File: src/rtl/imem_loader_pkg.sv
// imem_loader_pkg: shared types and constants for the instruction-memory
// boot loader (imem_loader and its word_assembler sub-module).
//   state_t    - loader FSM states
//   LEN_BYTES  - bytes in the big-endian word-count header
//   WORD_BYTES - bytes per instruction word
//   CSUM_W     - width of the running data checksum
package imem_loader_pkg;

    typedef enum logic [2:0] {
        IDLE,
        LEN,
        DATA,
        CSUM,
        DONE,
        ERROR
    } state_t;

    localparam int unsigned LEN_BYTES  = 2;
    localparam int unsigned WORD_BYTES = 4;
    localparam int unsigned CSUM_W     = 8;

endpackage

File: src/rtl/imem_loader_word_assembler.sv
// word_assembler: packs a byte stream into big-endian 32-bit words.
// Ports:
//   clk, rst    - clock, synchronous active-high reset
//   clear       - synchronous clear of the partial word and byte counter
//   in_valid    - in_data is a byte to consume this cycle
//   in_data     - input byte (first byte of a word is the MSB)
//   byte_cnt    - number of bytes already held for the current word
//   word_valid  - one-cycle pulse, the cycle after a word's 4th byte
//   word        - last completed word; holds until the next one completes
module word_assembler
    import imem_loader_pkg::*;
(
    input  logic        clk,
    input  logic        rst,
    input  logic        clear,
    input  logic        in_valid,
    input  logic [7:0]  in_data,
    output logic [1:0]  byte_cnt,
    output logic        word_valid,
    output logic [31:0] word
);

    logic [23:0] shift_q;

    always_ff @(posedge clk) begin
        if (rst) begin
            shift_q    <= '0;
            byte_cnt   <= '0;
            word_valid <= 1'b0;
            word       <= '0;
        end else begin
            word_valid <= 1'b0;
            if (clear) begin
                shift_q  <= '0;
                byte_cnt <= '0;
            end else if (in_valid) begin
                if (byte_cnt == 2'(WORD_BYTES - 1)) begin
                    word       <= {shift_q, in_data};
                    word_valid <= 1'b1;
                    byte_cnt   <= '0;
                end else begin
                    shift_q  <= {shift_q[15:0], in_data};
                    byte_cnt <= byte_cnt + 2'd1;
                end
            end
        end
    end

endmodule

File: src/rtl/imem_loader.sv
// imem_loader: boot-time loader that streams a program into the
// instruction memory of the single-cycle MIPS core while holding it in reset.
// Frame: 2-byte word count N (MSB first), 4*N data bytes (big-endian words),
// then one checksum byte when IMEM_LOADER_CHECKSUM_EN is defined.
// Ports:
//   clk, rst          - clock, synchronous active-high reset
//   start             - begins a load (only from IDLE, DONE, ERROR)
//   s_valid/s_data    - input byte stream; s_ready = loader accepts a byte
//   wr_en_ins         - instruction memory write strobe (one cycle per word)
//   wr_addr, wr_data  - word-aligned byte address and word; hold last value
//   cpu_rst           - core reset, released only in DONE
//   done, error       - level status of the last load
// Parameters: ADDR_W (address width), DEPTH_WORDS (memory capacity in words).
module imem_loader
    import imem_loader_pkg::*;
#(
    parameter int unsigned ADDR_W      = 32,
    parameter int unsigned DEPTH_WORDS = 256
) (
    input  logic              clk,
    input  logic              rst,
    input  logic              start,
    input  logic              s_valid,
    input  logic [7:0]        s_data,
    output logic              s_ready,
    output logic              wr_en_ins,
    output logic [ADDR_W-1:0] wr_addr,
    output logic [31:0]       wr_data,
    output logic              cpu_rst,
    output logic              done,
    output logic              error
);

    state_t            state_q, state_d;
    logic              s_ready_d;
    logic [7:0]        len_hi_q;
    logic              len_cnt_q;
    logic [15:0]       n_words_q;
    logic [15:0]       idx_q;
    logic [1:0]        byte_cnt;
    logic [15:0]       len_word;
    logic              accept;
    logic              start_ok;
    logic              last_byte;
`ifdef IMEM_LOADER_CHECKSUM_EN
    logic [CSUM_W-1:0] sum_q;
`endif

    assign accept    = s_valid && s_ready;
    assign len_word  = {len_hi_q, s_data};
    assign start_ok  = start && (state_q inside {IDLE, DONE, ERROR});
    assign last_byte = accept && (state_q == DATA)
                       && (byte_cnt == 2'(WORD_BYTES - 1))
                       && (idx_q == n_words_q - 16'd1);

    word_assembler u_asm (
        .clk        (clk),
        .rst        (rst),
        .clear      (start_ok),
        .in_valid   (accept && (state_q == DATA)),
        .in_data    (s_data),
        .byte_cnt   (byte_cnt),
        .word_valid (wr_en_ins),
        .word       (wr_data)
    );

    always_comb begin
        state_d = state_q;
        done    = 1'b0;
        error   = 1'b0;
        cpu_rst = 1'b1;
        case (state_q)
            IDLE: if (start) state_d = LEN;
            LEN: begin
                if (accept && (len_cnt_q == 1'(LEN_BYTES - 1))) begin
                    if (len_word == 16'd0) begin
`ifdef IMEM_LOADER_CHECKSUM_EN
                        state_d = CSUM;
`else
                        state_d = DONE;
`endif
                    end else if (32'(len_word) > DEPTH_WORDS) begin
                        state_d = ERROR;
                    end else begin
                        state_d = DATA;
                    end
                end
            end
            DATA: begin
`ifdef IMEM_LOADER_CHECKSUM_EN
                if (last_byte) state_d = CSUM;
`else
                // Wait for the final write pulse so done follows it by a cycle.
                if (idx_q == n_words_q) state_d = DONE;
`endif
            end
`ifdef IMEM_LOADER_CHECKSUM_EN
            CSUM: begin
                if (accept) state_d = (CSUM_W'(sum_q + s_data) == '0) ? DONE : ERROR;
            end
`endif
            DONE: begin
                done    = 1'b1;
                cpu_rst = 1'b0;
                if (start) state_d = LEN;
            end
            ERROR: begin
                error = 1'b1;
                if (start) state_d = LEN;
            end
            default: state_d = IDLE;
        endcase
        // s_ready drops right after the last data byte when no checksum follows.
        s_ready_d = (state_d inside {LEN, DATA, CSUM});
`ifndef IMEM_LOADER_CHECKSUM_EN
        if (last_byte) s_ready_d = 1'b0;
`endif
    end

    always_ff @(posedge clk) begin
        if (rst) begin
            state_q   <= IDLE;
            s_ready   <= 1'b0;
            len_hi_q  <= '0;
            len_cnt_q <= 1'b0;
            n_words_q <= '0;
            idx_q     <= '0;
            wr_addr   <= '0;
`ifdef IMEM_LOADER_CHECKSUM_EN
            sum_q     <= '0;
`endif
        end else begin
            state_q <= state_d;
            s_ready <= s_ready_d;
            if (start_ok) begin
                len_cnt_q <= 1'b0;
                idx_q     <= '0;
`ifdef IMEM_LOADER_CHECKSUM_EN
                sum_q     <= '0;
`endif
            end else if (accept) begin
                if (state_q == LEN) begin
                    len_cnt_q <= ~len_cnt_q;
                    if (len_cnt_q == 1'b0) len_hi_q <= s_data;
                    else n_words_q <= len_word;
                end else if (state_q == DATA) begin
`ifdef IMEM_LOADER_CHECKSUM_EN
                    sum_q <= sum_q + s_data;
`endif
                    if (byte_cnt == 2'(WORD_BYTES - 1)) begin
                        wr_addr <= ADDR_W'({idx_q, 2'b00});
                        idx_q   <= idx_q + 16'd1;
                    end
                end
            end
        end
    end

endmodule

File: config.mk
export PLATFORM = sky130hd
export DESIGN_NAME = imem_loader
export DESIGN_NICKNAME = d
export VERILOG_FILES = /design/src/rtl/imem_loader_pkg.sv /design/src/rtl/imem_loader_word_assembler.sv /design/src/rtl/imem_loader.sv
export SDC_FILE = /design/constraint.sdc
export NUM_CORES = 1
export LEC_CHECK = 0
export ABC_AREA = 1
export BUFFER_PORTS_ARGS = -buffer_cell sky130_fd_sc_hd__clkbuf_2
export CORE_AREA = 2 2 80 121
export CTS_CLUSTER_DIAMETER = 120
export DETAILED_ROUTE_END_ITERATION = 10
export DIE_AREA = 0 0 82 123
export HOLD_SLACK_MARGIN = 0.02
export PLACE_DENSITY = 0.88
export SLEW_MARGIN = 15
export SYNTH_ARGS = -nofsm -noshare
export SYNTH_HDL_FRONTEND = slang
export SYNTH_SLANG_ARGS = --single-unit
export TNS_END_PERCENT = 100
File: constraint.sdc
create_clock -name clk -period 4.1 [get_ports clk]
set_clock_uncertainty 0.15 [all_clocks]
set_input_delay 0.41 -clock clk [delete_from_list [all_inputs] [get_ports clk]]
set_output_delay 0.41 -clock clk [all_outputs]
set_load 0.005 [all_outputs]
==> metrics.txt <==
CTS tree=built; Tmin final=roughly 2.3 ns; CP max stage cell=nor2_8; Synth warnings=0; Critical Path Fanout Max=between 70 and 80; Hold Path Cell Cnt=3; Critical path origin=u_asm.byte_cnt[0]; Slew headroom=0.447; period utilisation layout=0.568; r2r worst-path depth=10; Detailed Routing Iterations Pass 1=5; Worst VDD drop=0.461 mV; r2r startpoint=u_asm.byte_cnt[0]; DP HPWL=9250 µm; Main synth FF type=dfxtp_1; setup TNS=0 ns; ys async rst share=0; Largest stage delay, worst path=roughly 0.65 ns; Cell variety after synth=39; Clock transition at path regs=0.06 ns; Hold Crit Class=input port to flip-flop; commonest non-fill, non-tap cells in the layout=169 x nand2_1, 127 x nor2_1, 120 x dfxtp_1, 78 x a21oi_1, 73 x o21ai_0; FILL cells=738; GPL Wtd Cong=0.949; Initial Utilization=0.596; most common cell after layout, fill and taps aside=nand2_1; outcome=finished clean; number of max-cap violations=0; Post-Syn Area per Cell=7.06 µm²; end of the worst hold path=len_hi_q[2]; Wirelength per Cell=about 14 µm; CP Cell Sequence=ha_1 -> inv_1 -> nor2_8 -> nand2_4 -> clkinv_2 -> nand3b_4 -> nor2_4 -> nand2_1 -> nand2_1 -> a21oi_2; # nets final=around 840; Port Buffers=64; DRT Wirelength=13400 µm; hold wc startpoint=s_data[2]; post-CTS setup buffers=0; hold buffers post-CTS=0; fmax=0.429 GHz; Core ar.=9040 µm²; post-synthesis mux area share=0; vias in the first global route=4700; Die Y=123 µm; number of placement rows=43; Setup crit start kind=flip-flop; worst slew pin tran=0.830 ns; final setup vio count=0; antenna violations before repair=0; vias post-DR=roughly 5000; Area contributors post-synth=dfxtp_1 45%, nand2_1 12%, nor2_1 8.8%; Simple-Gate Fraction of Synth Area=0.278; die area=10100 µm²; Post-Synth Adder-Cell Area=0.00697; PwrDens=439 nW/µm²; buffer levels on the longest clock path=2; critical path arrival=2.48 ns; Final Hold Vio Count=0; cells resized by post-CTS repair=0; first-iteration detailed-routing DRC count=307; cts bufs inserted=17; area share of the largest cell type after synthesis=0.446; worst-skew pair later-pin latency=0.42 ns; main combinational cell family by area after synthesis=simple AND/OR/NAND/NOR gates; drt drc=0; vias per inst=5.33; global-route wire length before repair=~22000 µm; crit end category=flip-flop; CP Class=flip-flop to flip-flop; Post-synth EDFFs=0; Root Driver=clkbuf_16; CTS sink cnt=120; total global-route track usage=0.283; Synth area leader=dfxtp_1; combined area of all synthesized cells=5390 µm²; CP top delay family=simple AND/OR/NAND/NOR gates; r2r setup slk=1.77 ns; Crit path top cell by count=nand2_1; overall power=around 2.8 mW; reg2reg end=idx_q[14]; Worst Path Required=4.25 ns; pin count of the biggest net entering global routing=73; # IOs=81; Synth Area in Compound Gates=0.158; htree depth=4; Ant. Diodes=0; total gr overflow=0; share of cells above drive strength 1=0.149; unrepaired setup endpoints after global routing=no; Post-DRT Antenna Nets=0; CP bufs+invs=2; Final Max Slew Viols=0; register bit total from synthesis=120; Synth Instances=between 700 and 800; Die Wd=around 82 µm; area delta synth->final=16.4%; post-synthesis xor/xnor area fraction=0.0130; P_leak=2.90 nW; Seq/Total Area, Yosys=0.446
==> worst max-delay path by stage <==
| stage | endpoint | cells past startpoint |
|---|---|---|
| 4_1_cts | idx_q[14] | 10 |
| 5_1_grt | s_ready | 10 |
| 6_report | idx_q[14] | 10 |
| 3_3_place_gp | idx_q[13] | 9 |
| 3_5_place_dp | idx_q[13] | 9 |
| 2_1_floorplan | s_ready | 13 |
==> metrics by stage <==
stage / instance area (µm²) / hold slack, ns / std cells / utilization / setup WS (ns)
after floorplan: 5440 / 0.289 / 778 / - / 2.42
after global placement: 5670 / 0.298 / 913 / 0.628 / 1.72
after detailed placement: 5670 / 0.314 / 913 / 0.628 / 1.66
after CTS: 6270 / 0.132 / 945 / 0.694 / 1.78
after global routing: 6270 / 0.157 / 945 / 0.694 / 1.53
final: 6270 / 0.140 / 945 / 0.694 / 1.77
==> flip-flops by register name, summed over array words and instances (netlist names) <==
register,count
u_asm.word_valid,1
idx_q,16
state_q,3
wr_addr,16
len_hi_q,8
u_asm.byte_cnt,2
s_ready,1
u_asm.word,32
n_words_q,16
len_cnt_q,1
u_asm.shift_q,24
==> area by class of cell <==
cell class / instances / area (µm²) / share of cell area
clock buffer: 19 / 453 / 0.0722
clock inverter: 13 / 146 / 0.0233
inverter: 69 / 260 / 0.0415
multi-input combinational: 544 / 2520 / 0.402
sequential: 120 / 2400 / 0.383
tap: 112 / 140 / 0.0223
timing repair buffer: 68 / 350 / 0.0558
==> cell usage after synthesis, types with 2 or more instances <==
| cell | instances |
|---|---|
| a211oi_1 | 3 |
| a21oi_1 | 78 |
| buf_2 | 12 |
| buf_4 | 19 |
| clkbuf_1 | 12 |
| dfxtp_1 | 120 |
| ha_1 | 3 |
| inv_1 | 63 |
| inv_2 | 4 |
| nand2_1 | 169 |
| nand3_1 | 20 |
| nand3_2 | 2 |
| nand3b_1 | 5 |
| nand4_1 | 3 |
| nor2_1 | 127 |
| nor2_2 | 4 |
| nor2_4 | 3 |
| nor3_1 | 8 |
| o21ai_0 | 74 |
| o21ai_1 | 9 |
| xnor2_1 | 2 |
| xor2_1 | 6 |
==> per-layer routing <==
layer	share of wire	global-route usage	wire length [µm]
met3	0.050	0.0759	663
met4	0.056	0.173	750
met1	0.39	0.307	5210
met5	0	0	0
met2	0.50	0.481	6730
==> logic make-up after synthesis <==
group | Yosys count
and+or+nand+nor | 350
AOI/OAI and AO/OA | 167
DFF | 120
buffers and inverters | 114
xor gates and xnor gates | 8
adders and majority gates | 3
other | 1
==> power by group <==
group          switching [mW]  internal (mW)  leakage [nW]
Clock                   0.556          0.930         0.278
Sequential            0.00368           1.17         0.967
Combinational          0.0660         0.0252          1.65
==> worst min-delay path, delay by kind of cell <==
family / cells / cell delay, ns
buf+inv: 1 / 0.08
compound gates: 2 / 0.17
(Power assumes the default switching activity.)
